File: src/rtl/calc_pkg.sv
// Shared arithmetic-unit definitions: op codes, display limits, converter
// states and active-low 7-segment constants.
package calc_pkg;

   localparam int IN_W   = 40;
   localparam int DIGITS = 6;
   localparam int CONV_W = 20;
   localparam int CNT_W  = $clog2(CONV_W + 1);

   localparam logic [CONV_W-1:0] MAX_POS = 20'd999999;
   // One display digit is given up to the minus sign.
   localparam logic [CONV_W-1:0] MAX_NEG = 20'd99999;

   typedef enum logic [1:0] {
      ADD      = 2'd0,
      MINUS    = 2'd1,
      MULTIPLE = 2'd2,
      DIVIDE   = 2'd3
   } op_e;

   typedef enum logic [2:0] {
      IDLE,
      CHECK,
      SHIFT,
      ERR,
      DONE
   } conv_state_e;

   // Segment order {g,f,e,d,c,b,a}, active low.
   localparam logic [6:0] SEG_BLANK = 7'h7F;
   localparam logic [6:0] SEG_MINUS = 7'h3F;
   localparam logic [6:0] SEG_E     = 7'h06;
   localparam logic [6:0] SEG_R     = 7'h2F;

   function automatic logic [3:0] add3(input logic [3:0] d);
      return (d >= 4'd5) ? d + 4'd3 : d;
   endfunction

endpackage

File: src/rtl/bcd_to_seg.sv
// Combinational BCD nibble to active-low 7-segment pattern {g,f,e,d,c,b,a}.
module bcd_to_seg
   import calc_pkg::*;
(
   input  logic [3:0] bcd,
   output logic [6:0] seg
);

   always_comb begin
      unique case (bcd)
         4'd0:    seg = 7'h40;
         4'd1:    seg = 7'h79;
         4'd2:    seg = 7'h24;
         4'd3:    seg = 7'h30;
         4'd4:    seg = 7'h19;
         4'd5:    seg = 7'h12;
         4'd6:    seg = 7'h02;
         4'd7:    seg = 7'h78;
         4'd8:    seg = 7'h00;
         4'd9:    seg = 7'h10;
         default: seg = SEG_BLANK;
      endcase
   end

endmodule

File: src/rtl/result_bcd_converter.sv
// Sequential double-dabble binary-to-BCD converter with blanking, minus sign
// placement and error display. Define RESULT_SEG_DECODE_EN to add o_seg.
module result_bcd_converter
   import calc_pkg::*;
(
   input  logic                  i_clk,
   input  logic                  i_reset,
   input  logic                  i_start,
   input  logic [IN_W-1:0]       i_result,
   input  logic                  i_sign,
   input  logic                  i_err,
   output logic                  o_busy,
   output logic                  o_done,
   output logic [4*DIGITS-1:0]   o_bcd,
   output logic [DIGITS-1:0]     o_blank,
   output logic [DIGITS-1:0]     o_minus,
   output logic                  o_err
`ifdef RESULT_SEG_DECODE_EN
   ,output logic [7*DIGITS-1:0]  o_seg
`endif
);

   conv_state_e          state;
   logic [IN_W-1:0]      res_q;
   logic                 sign_q;
   logic                 fault_q;
   logic [CONV_W-1:0]    sh_q;
   logic [4*DIGITS-1:0]  acc_q;
   logic [CNT_W-1:0]     cnt_q;

   logic [CONV_W-1:0]    mag;
   logic                 out_of_range;
   logic [4*DIGITS-1:0]  acc_adj;
   logic [DIGITS-1:0]    blank;
   logic [DIGITS-1:0]    minus;

   assign mag = res_q[CONV_W-1:0];

   always_comb begin
      out_of_range = fault_q
                  || (|res_q[IN_W-1:CONV_W])
                  || (sign_q  && (mag > MAX_NEG))
                  || (!sign_q && (mag > MAX_POS));
   end

   // NOTE: every always_comb output gets a full default before any loop or
   // branch, so no path leaves it unassigned and no latch is inferred.
   always_comb begin
      acc_adj = '0;
      for (int i = 0; i < DIGITS; i++)
         acc_adj[4*i +: 4] = add3(acc_q[4*i +: 4]);
   end

   // Blank from the top down; digit 0 always shows so zero reads "0".
   always_comb begin
      blank = '0;
      blank[DIGITS-1] = (acc_q[4*DIGITS-1 -: 4] == 4'd0);
      for (int i = DIGITS-2; i >= 1; i--)
         blank[i] = blank[i+1] && (acc_q[4*i +: 4] == 4'd0);
      blank[0] = 1'b0;
   end

   // Minus sits in the first blanked digit above the leading digit.
   always_comb begin
      minus = '0;
      if (sign_q && (acc_q != '0))
         for (int i = 1; i < DIGITS; i++)
            minus[i] = blank[i] && !blank[i-1];
   end

`ifdef RESULT_SEG_DECODE_EN
   logic [6:0] raw_seg  [DIGITS];
   logic [7*DIGITS-1:0] seg_next;

   for (genvar g = 0; g < DIGITS; g++) begin : g_seg
      bcd_to_seg u_bcd_to_seg (
         .bcd (acc_q[4*g +: 4]),
         .seg (raw_seg[g])
      );
   end

   always_comb begin
      seg_next = {DIGITS{SEG_BLANK}};
      for (int i = 0; i < DIGITS; i++) begin
         if (fault_q)
            seg_next[7*i +: 7] = (i == 0) ? SEG_E : (i <= 2) ? SEG_R : SEG_BLANK;
         else if (minus[i])
            seg_next[7*i +: 7] = SEG_MINUS;
         else if (blank[i])
            seg_next[7*i +: 7] = SEG_BLANK;
         else
            seg_next[7*i +: 7] = raw_seg[i];
      end
   end
`endif

   // NOTE: sequential state uses non-blocking assignments only, so every
   // register samples pre-edge values regardless of statement order.
   always_ff @(posedge i_clk or posedge i_reset) begin
      if (i_reset) begin
         state   <= IDLE;
         res_q   <= '0;
         sign_q  <= 1'b0;
         fault_q <= 1'b0;
         sh_q    <= '0;
         acc_q   <= '0;
         cnt_q   <= '0;
         o_busy  <= 1'b0;
         o_done  <= 1'b0;
         o_bcd   <= '0;
         o_blank <= '0;
         o_minus <= '0;
         o_err   <= 1'b0;
`ifdef RESULT_SEG_DECODE_EN
         o_seg   <= '0;
`endif
      end else begin
         o_done <= 1'b0;
         unique case (state)
            IDLE: begin
               if (i_start) begin
                  res_q   <= i_result;
                  sign_q  <= i_sign;
                  fault_q <= i_err;
                  o_busy  <= 1'b1;
                  state   <= CHECK;
               end
            end
            CHECK: begin
               fault_q <= out_of_range;
               if (out_of_range) begin
                  state <= ERR;
               end else begin
                  acc_q <= '0;
                  sh_q  <= mag;
                  cnt_q <= CNT_W'(CONV_W);
                  state <= SHIFT;
               end
            end
            SHIFT: begin
               acc_q <= {acc_adj[4*DIGITS-2:0], sh_q[CONV_W-1]};
               sh_q  <= sh_q << 1;
               cnt_q <= cnt_q - 1'b1;
               if (cnt_q == CNT_W'(1))
                  state <= DONE;
            end
            ERR: begin
               state <= DONE;
            end
            DONE: begin
               o_done <= 1'b1;
               o_busy <= 1'b0;
               if (fault_q) begin
                  o_err   <= 1'b1;
                  o_bcd   <= '0;
                  o_blank <= '1;
                  o_minus <= '0;
               end else begin
                  o_err   <= 1'b0;
                  o_bcd   <= acc_q;
                  o_blank <= blank;
                  o_minus <= minus;
               end
`ifdef RESULT_SEG_DECODE_EN
               o_seg <= seg_next;
`endif
               state <= IDLE;
            end
            default: state <= IDLE;
         endcase
      end
   end

endmodule

File: config.mk
export PLATFORM = sky130hd
export DESIGN_NAME = result_bcd_converter
export DESIGN_NICKNAME = d
export VERILOG_FILES = /design/src/rtl/calc_pkg.sv /design/src/rtl/bcd_to_seg.sv /design/src/rtl/result_bcd_converter.sv
export SDC_FILE = /design/constraint.sdc
export NUM_CORES = 1
export LEC_CHECK = 0
export BUFFER_PORTS_ARGS = -buffer_cell sky130_fd_sc_hd__buf_2
export CAP_MARGIN = 10
export CORE_MARGIN = 2
export CORE_UTILIZATION = 45
export CTS_BUF_LIST = sky130_fd_sc_hd__clkbuf_16
export CTS_CLUSTER_SIZE = 10
export DETAILED_ROUTE_END_ITERATION = 8
export PLACE_DENSITY = 0.62
export SLEW_MARGIN = 20
export SYNTH_ARGS = -nofsm -noshare
export SYNTH_HDL_FRONTEND = slang
export SYNTH_SLANG_ARGS = --single-unit
File: constraint.sdc
create_clock -name i_clk -period 4.1 [get_ports i_clk]
set_input_delay 0.205 -clock i_clk [delete_from_list [all_inputs] [get_ports i_clk]]
set_output_delay 0.205 -clock i_clk [all_outputs]
set_load 0.02 [all_outputs]
==> flow_summary.rst <==
.. list-table::
   :header-rows: 1

   * - Metric
     - Value
   * - Antenna violations before repair
     - 2
   * - Worst Hold Class
     - in2reg
   * - Final Hold Slack
     - 0.0196 ns
   * - Most common cell after layout, fill and taps aside
     - sky130_fd_sc_hd__dfrtp_1
   * - Nets
     - 729
   * - Height of the chip
     - 121 um
   * - Global router's overall resource usage
     - between 10% and 20%
   * - DRC violation total after the first TritonRoute iteration
     - around 240
   * - Leakage dissipation
     - 3.18 nW
   * - Pre-CTS setup slack
     - 1.54 ns
   * - Sum of met3 wire segment lengths after detailed routing
     - 781 um
   * - Critical path, cell by cell
     - or4_1 -> nor3_1 -> o2111ai_1 -> nor2_4 -> o22ai_1
   * - Cell count after synthesis
     - slightly below 600
   * - Area grow syn2layout
     - 17.4%
   * - Number of max-cap violations
     - 0
   * - Buffer depth of the longest clock path
     - 2
   * - Placeable core region
     - 0.0133 mm^2
   * - Adder and majority cell fraction of the synthesized area
     - under 10%
   * - Unrepaired setup endpoints after global routing
     - false
   * - Placer's final routability congestion estimate
     - roughly 0.77
   * - Ratio of cells with drive above 1 in the final layout
     - 23.8%
   * - Multiplexer area fraction after synthesis
     - about 7.5%
   * - Average instance area after synthesis
     - 10.4 um^2
   * - CTS buffer count
     - 17
   * - Maximum number of pins on one net before global-route repair
     - 61
   * - Max Fclk
     - about 390 MHz
   * - DRC violation count after routing
     - 0
   * - Post-synthesis share of cell area spent on xor and xnor gates
     - 0.854%
   * - Post-Synthesis Net Count
     - 657
   * - Status
     - finished clean
   * - Number of H-tree levels
     - 4
   * - Area contributors post-synth
     - sky130_fd_sc_hd__dfrtp_1, sky130_fd_sc_hd__mux2_2, sky130_fd_sc_hd__nand2_1
   * - Remaining number of nets flagged by the antenna check after routing
     - 0
   * - Routed wire length on met2
     - 6000 um
   * - Top Ports
     - between 80 and 90
   * - Simple-gate area share of the yosys netlist
     - 14.9%
   * - Final sum of negative setup slack
     - 0 ns
   * - Seq cells post-synth
     - 131
   * - Portion of the post-synthesis area used by sequential elements
     - 53.3%
   * - Data arrival time at the worst-slack endpoint
     - about 2.8 ns
   * - Global-route wire length before repair
     - 22100 um
   * - Sum of routed wire segments on met1
     - 6020 um
   * - Clock skew after layout
     - 0.00843 ns
   * - Average wire per cell in the routed design
     - roughly 15 um
   * - Leading cell types in the layout, fill and taps excluded
     - sky130_fd_sc_hd__dfrtp_1, sky130_fd_sc_hd__buf_2, sky130_fd_sc_hd__nand2_1
   * - Startpoint type of the worst setup path
     - flop
   * - Number of cells in the design after placement
     - between 800 and 900
   * - Top layer reached by signal wires
     - met4
   * - Total vias in the final route
     - 4639
   * - Clock Latency Late Sink
     - about 0.42 ns
   * - Non-Filler Instances
     - ~860
   * - Top fanout value on the critical path
     - 22
   * - Power per standard cell area
     - roughly 750 mW/mm^2
   * - Maximum VDD drop
     - approximately 0.00040 V
   * - Required time at the worst-slack endpoint
     - 4.35 ns
   * - CTS Root Buffer Type
     - sky130_fd_sc_hd__clkbuf_16
   * - Yosys warning count
     - 0
   * - Total Wirelength
     - 13000 um
   * - Final clock period utilization by the worst path
     - ~62%
   * - Cell type with the highest aggregate area in the netlist
     - sky130_fd_sc_hd__dfrtp_1
   * - Post CTS Setup Buffer Count
     - 0
   * - Gate family responsible for the most delay along the worst path
     - simple AND/OR/NAND/NOR gates
   * - Detail-routed via count per cell
     - 5.43
   * - Worst path setup slack after routing
     - 1.54 ns
   * - Clock tree from TritonCTS
     - yes
   * - Bufs and invs on worst path
     - 0
   * - Final slew viol count
     - 0
   * - Share of the synthesized area in the top cell type
     - 53.3%
   * - Final Hold Viols
     - 0
   * - CP max stage cell
     - sky130_fd_sc_hd__nor2_4
   * - Worst stage delay on the critical path
     - 0.58 ns
   * - Number of global-route vias before repair
     - 4492
   * - Total die area
     - 0.0146 mm^2
   * - Number of distinct library cells after synthesis
     - 52
   * - Half-perimeter wire length of the detailed placement result
     - approximately 8800 um
   * - Clock transition at path regs
     - about 0.050 ns
   * - Post-synthesis compound-gate area fraction
     - 14.9%
   * - Clk sink count
     - 131
   * - Min cycle time layout
     - 2.56 ns
   * - Initial core utilization
     - 46.3%
   * - Kind of critical path
     - reg2reg
   * - Normalized max-slew margin
     - 27.6%
   * - Final-report setup violation count
     - 0
   * - IO buf count
     - between 80 and 90
   * - Placement Rows
     - 42
   * - Total grt overflow
     - 0
   * - Dominant combinational cell family by area after synthesis
     - simple AND/OR/NAND/NOR gates
   * - Capturing element type of the critical path
     - flop
   * - Die width
     - 121 um
   * - Synthesized area
     - 0.00616 mm^2
   * - Pin slew with the least headroom to its limit
     - 1.08 ns
   * - Detailed-router iteration count before antenna repair
     - 4
==> cells in the mapped netlist, drive strengths merged <==
cell type and count:
a211oi 1, a21boi 1, a21o 1, a21oi 21, a311o 1, a31oi 27, a32o 1, and3 2
and4 1, buf 11, clkbuf 28, conb 1, dfrtp 131, ha 19, inv 26, mux2 40
mux2i 1, nand2 66, nand2b 16, nand3 3, nand3b 1, nand4 21, nor2 40, nor2b 1
nor3 6, nor3b 8, nor4 12, nor4b 1, o2111ai 1, o211a 1, o21a 1, o21ai 48
o221ai 1, o22ai 19, o311a 1, o311ai 1, o31a 1, o31ai 18, o41ai 1, or2 2
or3 2, or3b 1, or4 1, xnor2 6
==> per-layer routing <==
metal,up-vias,GRT usage [%]
met1,2230,25.1
met4,0,7.99
met3,21,5.78
met5,-,0
met2,120,29.8
li1,2268,-
==> area by class of cell <==
cell class              count  area (um^2)
inverters                  26          100
clock inverters            14          106
flip-flops and latches    131         3280
clock buffers              17          425
diodes                      2         5.00
well taps                 176          220
multi-input cells         397         2600
repair buffers             92          490
fillers                  1213         6070
==> metrics by stage <==
| stage | power (W) | instance area, um^2 | util [%] |
|---|---|---|---|
| 2_1_floorplan | 0.00359 | 6160 | - |
| 3_3_place_gp | 0.00400 | 6670 | 50.2 |
| 3_5_place_dp | 0.00408 | 6670 | 50.2 |
| 4_1_cts | 0.00548 | 7220 | 54.3 |
| 5_1_grt | 0.00582 | 7220 | 54.3 |
| 6_report | 0.00543 | 7230 | 54.4 |
==> logic make-up (layout without fill, tap and decap cells) <==
| logic type | count (synthesis) | count (layout) |
|---|---|---|
| compound gates | 146 | 146 |
| xor+xnor | 6 | 6 |
| fa+ha+maj | 19 | 19 |
| buf+inv | 65 | 149 |
| flops | 131 | 131 |
| mux | 41 | 41 |
| other cells | 1 | 3 |
| simple gates | 184 | 184 |
==> worst paths after layout <==
| path | from | to | slack (ns) | cells past startpoint |
|---|---|---|---|---|
| max | res_q[22]$_DFFE_PP0P_ | acc_q[14]$_DFFE_PP0P_ | 1.54 | 5 |
| min | i_result[35] | res_q[35]$_DFFE_PP0P_ | 0.02 | 2 |
| max reg2reg | res_q[22]$_DFFE_PP0P_ | acc_q[14]$_DFFE_PP0P_ | 1.54 | 5 |
| min reg2reg | o_blank[1]$_DFFE_PP0P_ | o_blank[1]$_DFFE_PP0P_ | 0.46 | 2 |
| max in group asynchronous | i_reset | acc_q[22]$_DFFE_PP0P_ | 2.63 | 4 |
| min in group asynchronous | i_reset | res_q[34]$_DFFE_PP0P_ | 0.46 | 3 |
==> state kept, by name, summed over array words and instances (netlist names), 3 cells and up <==
name,count
o_minus,5
cnt_q,5
acc_q,24
state,3
o_blank,6
o_bcd,24
sh_q,20
res_q,40
==> repair_timing <==
action | CTS | global route
hold endpoints to repair | 52 | 0
resized for setup | 0 | 0
hold buffers | 2 | 0
==> report_power, final <==
part | switching, W | internal [W] | total (W) | leakage [nW]
registers | 0.000382 | 0.00178 | 0.00216 | 1.61
clock network | 0.000512 | 0.000863 | 0.00137 | 0.274
logic | 0.00113 | 0.000761 | 0.00189 | 1.29
Note: power is estimated with default switching activity, not from simulation.
